## config.mk

```make
export PLATFORM = sky130hd
export DESIGN_NAME = sobel_grad_dir
export DESIGN_NICKNAME = d
export VERILOG_FILES = /design/src/rtl/sobel_grad_dir_pkg.sv /design/src/rtl/sobel_kernel3x3.sv /design/src/rtl/sobel_grad_dir.sv
export SDC_FILE = /design/constraint.sdc
export NUM_CORES = 1
export LEC_CHECK = 0
export ABC_AREA = 0
export CORE_ASPECT_RATIO = 0.8
export CORE_UTILIZATION = 28
export DETAILED_ROUTE_END_ITERATION = 10
export PLACE_DENSITY = 0.45
export SLEW_MARGIN = 10
export SYNTH_ARGS = -nofsm -noshare
export SYNTH_HDL_FRONTEND = slang
export SYNTH_HIERARCHICAL = 1
export SYNTH_SLANG_ARGS = --single-unit
```

## constraint.sdc

```tcl
create_clock -name clk -period 5.1 [get_ports clk]
set_input_delay 1.02 -clock clk [delete_from_list [all_inputs] [get_ports clk]]
set_output_delay 1.02 -clock clk [all_outputs]
set_load 0.005 [all_outputs]
```

## src/rtl/sobel_grad_dir_pkg.sv

```systemverilog
// Shared types and constants for the Sobel gradient/direction stage and the NMS stage.
// Direction codes select which neighbour pair the non-max-suppression stage compares.
package sobel_grad_dir_pkg;

    localparam int unsigned PIX_W  = 8;
    localparam int unsigned GRAD_W = 11;
    localparam int unsigned PROD_W = 13;

    localparam logic [PIX_W-1:0] DIR_E     = 8'd0;
    localparam logic [PIX_W-1:0] DIR_NE_SE = 8'd128;
    localparam logic [PIX_W-1:0] DIR_N     = 8'd192;
    localparam logic [PIX_W-1:0] DIR_NE_SW = 8'd255;

    typedef enum logic [1:0] {
        ST_IDLE  = 2'd0,
        ST_RUN   = 2'd1,
        ST_DRAIN = 2'd2,
        ST_DONE  = 2'd3
    } state_t;

    // One window row: west byte in the MSBs, east byte in the LSBs.
    typedef struct packed {
        logic [PIX_W-1:0] w;
        logic [PIX_W-1:0] c;
        logic [PIX_W-1:0] e;
    } row_t;

    function automatic logic signed [GRAD_W-1:0] ext(input logic [PIX_W-1:0] p);
        return $signed({3'b000, p});
    endfunction

endpackage

```

## src/rtl/sobel_kernel3x3.sv

```systemverilog
// Stage 1: registered Sobel Gx/Gy of a 3x3 window; 11 signed bits hold the full +/-1020 range.
module sobel_kernel3x3
    import sobel_grad_dir_pkg::*;
(
    input  logic                     clk,
    input  logic                     reset,
    input  logic                     in_valid,
    input  row_t                     row_a,
    input  row_t                     row_b,
    input  row_t                     row_c,
    output logic signed [GRAD_W-1:0] gx,
    output logic signed [GRAD_W-1:0] gy,
    output logic                     valid
);

    logic signed [GRAD_W-1:0] gx_c;
    logic signed [GRAD_W-1:0] gy_c;

    always_comb begin
        gx_c = (ext(row_a.e) - ext(row_a.w))
             + ((ext(row_b.e) - ext(row_b.w)) <<< 1)
             + (ext(row_c.e) - ext(row_c.w));
        gy_c = (ext(row_c.w) - ext(row_a.w))
             + ((ext(row_c.c) - ext(row_a.c)) <<< 1)
             + (ext(row_c.e) - ext(row_a.e));
    end

    always_ff @(posedge clk) begin
        if (!reset) begin
            gx    <= '0;
            gy    <= '0;
            valid <= 1'b0;
        end else begin
            valid <= in_valid;
            if (in_valid) begin
                gx <= gx_c;
                gy <= gy_c;
            end
        end
    end

endmodule

```

## src/rtl/sobel_grad_dir.sv

```systemverilog
// Sobel magnitude and quantised direction for one frame pass: pass FSM, pixel counter,
// stage 2 (abs values, compare products) and stage 3 (output registers).
module sobel_grad_dir
    import sobel_grad_dir_pkg::*;
#(
    parameter int unsigned STARTADDRESS = 770,
    parameter int unsigned ENDADDRESS   = 1048576,
    parameter int unsigned PICW         = 24
) (
    input  logic             clk,
    input  logic             reset,
    input  logic             startEn,
    input  logic             inValid,
    input  logic [23:0]      pixHoldOutA,
    input  logic [23:0]      pixHoldOutB,
    input  logic [23:0]      pixHoldOutC,
    output logic [PIX_W-1:0] cannyOut,
    output logic [PIX_W-1:0] dirOut,
    output logic             outValid,
    output logic             busy,
    output logic             done
);

    localparam logic [PICW-1:0] LAST_PIX = PICW'(ENDADDRESS - 1);

    state_t          state, state_next;
    logic [PICW-1:0] pix_cnt, pix_cnt_next;
    logic [1:0]      drain_cnt, drain_cnt_next;
    logic            accept_c;

    logic signed [GRAD_W-1:0] gx, gy;
    logic                     v1;

    // Pass control: counter walks STARTADDRESS..ENDADDRESS-1, then 3 drain cycles cover the pipe.
    always_comb begin
        state_next     = state;
        pix_cnt_next   = pix_cnt;
        drain_cnt_next = drain_cnt;
        accept_c       = 1'b0;
        case (state)
            ST_IDLE: begin
                if (startEn) begin
                    state_next   = ST_RUN;
                    pix_cnt_next = PICW'(STARTADDRESS);
                end
            end
            ST_RUN: begin
                if (inValid) begin
                    accept_c     = 1'b1;
                    pix_cnt_next = pix_cnt + PICW'(1);
                    if (pix_cnt == LAST_PIX) begin
                        state_next     = ST_DRAIN;
                        drain_cnt_next = 2'd0;
                    end
                end
            end
            ST_DRAIN: begin
                if (drain_cnt == 2'd2) begin
                    state_next = ST_DONE;
                end else begin
                    drain_cnt_next = drain_cnt + 2'd1;
                end
            end
            ST_DONE:  state_next = ST_IDLE;
            default:  state_next = ST_IDLE;
        endcase
    end

    always_ff @(posedge clk) begin
        if (!reset) begin
            state     <= ST_IDLE;
            pix_cnt   <= '0;
            drain_cnt <= 2'd0;
            busy      <= 1'b0;
            done      <= 1'b0;
        end else begin
            state     <= state_next;
            pix_cnt   <= pix_cnt_next;
            drain_cnt <= drain_cnt_next;
            busy      <= (state_next == ST_RUN) || (state_next == ST_DRAIN);
            done      <= (state_next == ST_DONE);
        end
    end

    sobel_kernel3x3 u_kernel (
        .clk      (clk),
        .reset    (reset),
        .in_valid (accept_c),
        .row_a    (pixHoldOutA),
        .row_b    (pixHoldOutB),
        .row_c    (pixHoldOutC),
        .gx       (gx),
        .gy       (gy),
        .valid    (v1)
    );

    logic [GRAD_W-1:0] ax_c, ay_c;
    logic [PROD_W-1:0] p5ax, p5ay, p2ax, p2ay;
    logic [PIX_W-1:0]  mag;
    logic              same_sign;
    logic              v2;

    assign ax_c = gx[GRAD_W-1] ? $unsigned(-gx) : $unsigned(gx);
    assign ay_c = gy[GRAD_W-1] ? $unsigned(-gy) : $unsigned(gy);

    // Stage 2: 5*a vs 2*b products give the tan(22.5)/tan(67.5) sector tests without a divider.
    always_ff @(posedge clk) begin
        if (!reset) begin
            p5ax      <= '0;
            p5ay      <= '0;
            p2ax      <= '0;
            p2ay      <= '0;
            mag       <= '0;
            same_sign <= 1'b0;
            v2        <= 1'b0;
        end else begin
            v2        <= v1;
            p5ax      <= (PROD_W'(ax_c) << 2) + PROD_W'(ax_c);
            p5ay      <= (PROD_W'(ay_c) << 2) + PROD_W'(ay_c);
            p2ax      <= PROD_W'(ax_c) << 1;
            p2ay      <= PROD_W'(ay_c) << 1;
            mag       <= PIX_W'((ax_c + ay_c) >> 3);
            same_sign <= (gx[GRAD_W-1] == gy[GRAD_W-1]);
        end
    end

    logic [PIX_W-1:0] dir_c;

    always_comb begin
        dir_c = DIR_E;
        if (p5ay <= p2ax) begin
            dir_c = DIR_E;
        end else if (p5ax <= p2ay) begin
            dir_c = DIR_N;
        end else if (same_sign) begin
            dir_c = DIR_NE_SE;
        end else begin
            dir_c = DIR_NE_SW;
        end
    end

    // Stage 3: outputs hold their last value across gaps.
    always_ff @(posedge clk) begin
        if (!reset) begin
            cannyOut <= '0;
            dirOut   <= '0;
            outValid <= 1'b0;
        end else begin
            outValid <= v2;
            if (v2) begin
                cannyOut <= mag;
                dirOut   <= dir_c;
            end
        end
    end

endmodule
```

---- Word level (Yosys, flattened, before mapping) ----
Index checks and enable logic that the tools add are counted.
W data, S select, Z words.
word-level totals
  register bits ........................... 132
  bits in latches ......................... 0
  memory bits (writable) .................. 0
  memory bits (read-only) ................. 0
  input bits .............................. 76
  output and inout bits ................... 19
  memories kept ........................... 0
operators by class
  add/subtract/negate cells ............... 17
  multipliers ............................. 0
  divide/modulo/power cells ............... 0
  order comparisons ....................... 2
  eq/ne operators ......................... 13
  shift operators ......................... 0
  mux-type cells .......................... 19
  bitwise operators ....................... 0
  reductions and logical operators ........ 6
operators by type and width
  cell                     number
  $add A11 B11 Y11         5
  $sub A8 B8 Y9            6
  $mux W24                 2
  $pmux W24 S2             1
  $add A13 B11 Y13         2
  $le A13 B13 Y1           2
  $add A24 B1 Y24 const B  1
  $eq A24 B20 Y1 const B   1
  $mux W11                 2
  $neg A11 Y11             2
  $mux W2                  7
  $mux W7                  2
  $eq A2 B2 Y1 const B     5
  $mux W8                  1
  $ne A2 B2 Y1 const B     4
  $pmux W2 S4              1
  $eq A2 B1 Y1 const B     2
  $pmux W2 S2              1
  $reduce_and A4 Y1        1
  $reduce_bool A2 Y1       2
  $reduce_and A3 Y1        1
  $add A2 B1 Y2 const B    1
  $logic_not A2 Y1         1
  $mux W1                  2
  other kinds (2)          2

---- Depth between registers and ports, before layout ----
  word-level depth ........................ 6
  depth in mapped cells ................... 17
  depth with buffers taken out ............ 17

---- By module ----
Netlist, hierarchy kept.
by module, submodules not included
  module           instances  cells an instance  area each (sq um)  sequential area each (sq um)
  sobel_grad_dir   1          683                5803.1             1921.8
  sobel_kernel3x3  1          525                4161.5             460.4

---- Least setup slack after synthesis ----
Ideal clock, no wire load.
  path kind ............................... input-to-reg
  start ................................... in pixHoldOutC[0]
  end ..................................... reg u_kernel.gx[9]
  arrival time ............................ 3.934 ns
  data required time ...................... 4.984 ns
  path slack .............................. 1.050 ns
  stages on the path ...................... 16
  path buffers ............................ 0
  cells stage by stage .................... inv_1 ha_1 inv_1 fa_1 a21o_1 a21oi_1 o21ai_0 nor4_1 or2_2 fa_1 ha_1 a21oi_1 nand2_1 o21ai_1 mux2i_1 a31o_2
on the way
  longest elaborated chain between the ends .. 2
ends and longest elaborated chain
  element               line                   text
  from (decl)           sobel_grad_dir.sv:16   input logic [23:0] pixHoldOutC,
  $sub A8 B8 Y9         sobel_kernel3x3.sv:22  + (ext(row_c.e) - ext(row_c.w));
  $add A11 B11 Y11      sobel_kernel3x3.sv:22
  to (signal assigned)  sobel_kernel3x3.sv:36  gx <= gx_c;
  to (decl)             sobel_kernel3x3.sv:11  output logic signed [GRAD_W-1:0] gx,
Every way passes these cells.
A chain may end at the register's enable or synchronous reset.

---- Final worst setup path ----
  start ................................... in pixHoldOutC[16]
  end ..................................... reg u_kernel.gx[9]
Same word-level chain as after synthesis.

==> summary.md <==
| Metric | Value |
|---|---|
| Drt first pass iters | 4 |
| Post-CTS Hold Fix Bufs | 0 |
| Cells after Synth | 1208 |
| Layout area overhead | 19.1% |
| Yosys Warn Count | 6 |
| Clock power share | 25.9% |
| Logic pwr share | 49.0% |
| Fin crit share | 89.7% |
| Most frequent cell after synthesis | inv_1 |
| Total Routed Length | 24800 um |
| Fillers | 3670 |
| Ant. Diodes | 0 |
| CTS Buf Count | 17 |
| Number of cell rows | 61 |
| Mean post-synth cell area | 8.25 um2 |
| Peak fanout along the critical path | 6 |
| Post-synth EDFFs | 0 |
| CP endpoint kind | flop |
| Commonest cells post-synth | 131 x inv_1, 119 x dfxtp_1, 118 x ha_1 |
| Top cell type by total area after synthesis | dfxtp_1 |
| Register area share after synthesis | 23.9% |
| DR WL/cell | 14.0 um |
| Startpoint Class | input pin |
| Antenna violations before repair | 0 |
| DR vias | 8231 |
| NetSw | 1.84 mW |
| Cell area after synthesis | 9960 um2 |
| PostCTS Resize Cnt | 0 |
| Multi-input gate area | 6890 um2 |
| RSZ-0062 raised after global routing | no |
| # clock sinks | 119 |
| Netlist cell types | 79 |
| Register Area | 2380 um2 |
| CTS tree | yes |
| CTS root buf | clkbuf_16 |
| Sw Share | 39.0% |
| Layout cells sized above 1 | 5.42% |
| Hold Path Class | flop to flop |
| WS Path Type | input pin to flop |
| Async S/R FF share, synth | 0% |
| H-tree levels | 4 |
| Worst slew margin | 36.4% |
| Drt first-iter violations | 356 |
| Starting Density | 28.6% |
| Largest net degree at the start of global routing | 73 |
| Inst Count DP | 1735 |
| Share of the synthesized area in the top cell type | 23.9% |
| Setup Skew | 0.0107 ns |
| Peak supply drop | 0.180 mV |
| Clock latency on the worst-skew pair | 0.41 ns |
| Fmax | 219 MHz |
| Total grt overflow | 0 |
| Port bufs | 86 |
| Leak | 5.10 nW |
| Final GP Congestion | 0.842 |
| FF+latch count, synth | 119 |
| Finished Layout Cells | 1764 |
| Die H | 171 um |
| Die footprint | 36400 um2 |
| Share of power burned in registers | 25.1% |
| Fin. max-slew vios | 0 |
| Final hold violations | 0 |
| PwrDens | 398 nW/um2 |
| Setup TNS | 0 ns |
| Largest cells by area after synthesis | dfxtp_1 24%, ha_1 15%, fa_1 5.6%, inv_1 4.9%, xor2_1 4.7% |
| Die Wd | 213 um |
| Top-level I/O count | 95 |
| Post-CTS Setup Bufs | 0 |
| Tot GR Track Use | 14.3% |
| Nets | 1504 |
| Final min period | 4.57 ns |
| Synth Flop Type | dfxtp_1 |
| Max Cap Viol | 0 |
| First-pass GRT wire length | 41400 um |
| # setup viols final | 0 |
| Final HPWL DP | 19700 um |
| Worst path arrival time | 4.88 ns |
| Final setup margin | 0.526 ns |
| Reg clk slew, reported paths | 0.06 ns |
| Int Pwr | 2.88 mW |
| Worst-margin pin slew | 0.953 ns |
| Status | complete, no violations |
| Crit path required time | 5.41 ns |
| Dpl ws | 0.188 ns |
| Core footprint | 34900 um2 |
| Post-Syn Nets | 1430 |
| Drt drc | 0 |
| DRT antenna net count | 0 |
| Via-per-instance ratio | 4.67 |
| Vias in the first global route | 8131 |
| CTS Buffer Depth | 2 |
[critical path, cell delays in order]
cell             delay [ns]
clkdlybuf4s50_1        0.49
ha_1                   0.17
inv_1                  0.06
fa_1                   0.41
a21o_1                 0.19
a21oi_1                0.23
o21ai_0                0.19
nor4_1                 0.36
or2_2                  0.20
fa_1                   0.43
ha_1                   0.38
a21oi_1                0.20
o21ai_0                0.11
o21ai_1                0.11
mux2i_1                0.11
a31o_2                 0.21
[registers in the layout (all words and copies together) (netlist names), 2 cells and up]
name and cells:
p5ax 13, mag 8, cannyOut 8, p5ay 13
p2ay 9, drain_cnt 2, u_kernel/gx 11, u_kernel/gy 11
pix_cnt 24, state 2, p2ax 9, dirOut 3
[area by class of cell]
| class | instances | area share (%) |
|---|---|---|
| Clock inverter | 8 | 1.04 |
| Multi-Input combinational cell | 918 | 58.0 |
| Timing Repair Buffer | 95 | 7.78 |
| Tap cell | 472 | 4.97 |
| Inverter | 131 | 4.14 |
| Sequential cell | 119 | 20.1 |
| Clock buffer | 21 | 3.96 |
[layout by cell type, fill, tap and decap left out, types with 14 or more instances in the layout]
cell type,count
inv_1,131
dfxtp_1,119
ha_1,118
nor2_1,110
clkdlybuf4s50_1,85
a21oi_1,68
nand2_1,67
xor2_1,54
xnor2_1,49
o21ai_0,47
nand3_1,33
nor3_1,31
nor2b_1,31
and2_1,30
fa_1,28
mux2i_1,20
a21o_1,18
clkbuf_16,17
nand4_1,15
nand2b_1,14
or2_2,14
[power by group through the flow]
stage / sequential (mW) / clock (mW) / combinational, mW
2_1_floorplan: 1.15 / 0 / 1.80
3_3_place_gp: 1.21 / 0 / 2.31
3_5_place_dp: 1.21 / 0 / 2.32
4_1_cts: 1.19 / 1.25 / 2.34
5_1_grt: 1.21 / 1.29 / 2.65
6_report: 1.19 / 1.22 / 2.31
[metrics by stage]
stage	util, %	total power [mW]	cell area, um2	hold WS [ns]
after floorplan	-	2.95	9960	0.412
after global placement	32.3	3.52	11300	0.454
after detailed placement	32.3	3.53	11300	0.461
after CTS	34.0	4.78	11900	0.476
after global routing	34.0	5.16	11900	0.478
final	34.0	4.72	11900	0.467
[cells by family after synthesis]
kind of cell,count (synthesis),synth area share (%)
xor+xnor,103,9.05
fa+ha+maj,148,20.6
simple gates,412,21.7
mux,22,2.24
compound gates,233,15.5
buf+inv,171,6.96
flops,119,23.9
[final timing paths]
path / from / to / slack [ns] / depth (start not counted)
worst max-delay path: pixHoldOutC[16] / u_kernel/gx[9] / 0.53 / 16
worst min-delay path: mag[7] / cannyOut[7] / 0.47 / 2
worst max register to register: u_kernel/gx[0] / p5ax[12] / 1.15 / 14
worst min register to register: mag[7] / cannyOut[7] / 0.47 / 2
[layer usage]
| metal | routed length (um) | track usage (%) | part of all wire [%] |
|---|---|---|---|
| met1 | 13500 | 21.0 | 55 |
| met2 | 10300 | 21.6 | 42 |
| met3 | 685 | 2.09 | 2.8 |
| met4 | 259 | 3.32 | 1.0 |
| met5 | 0 | 0 | 0 |
Note: power is estimated with default switching activity, not from simulation.
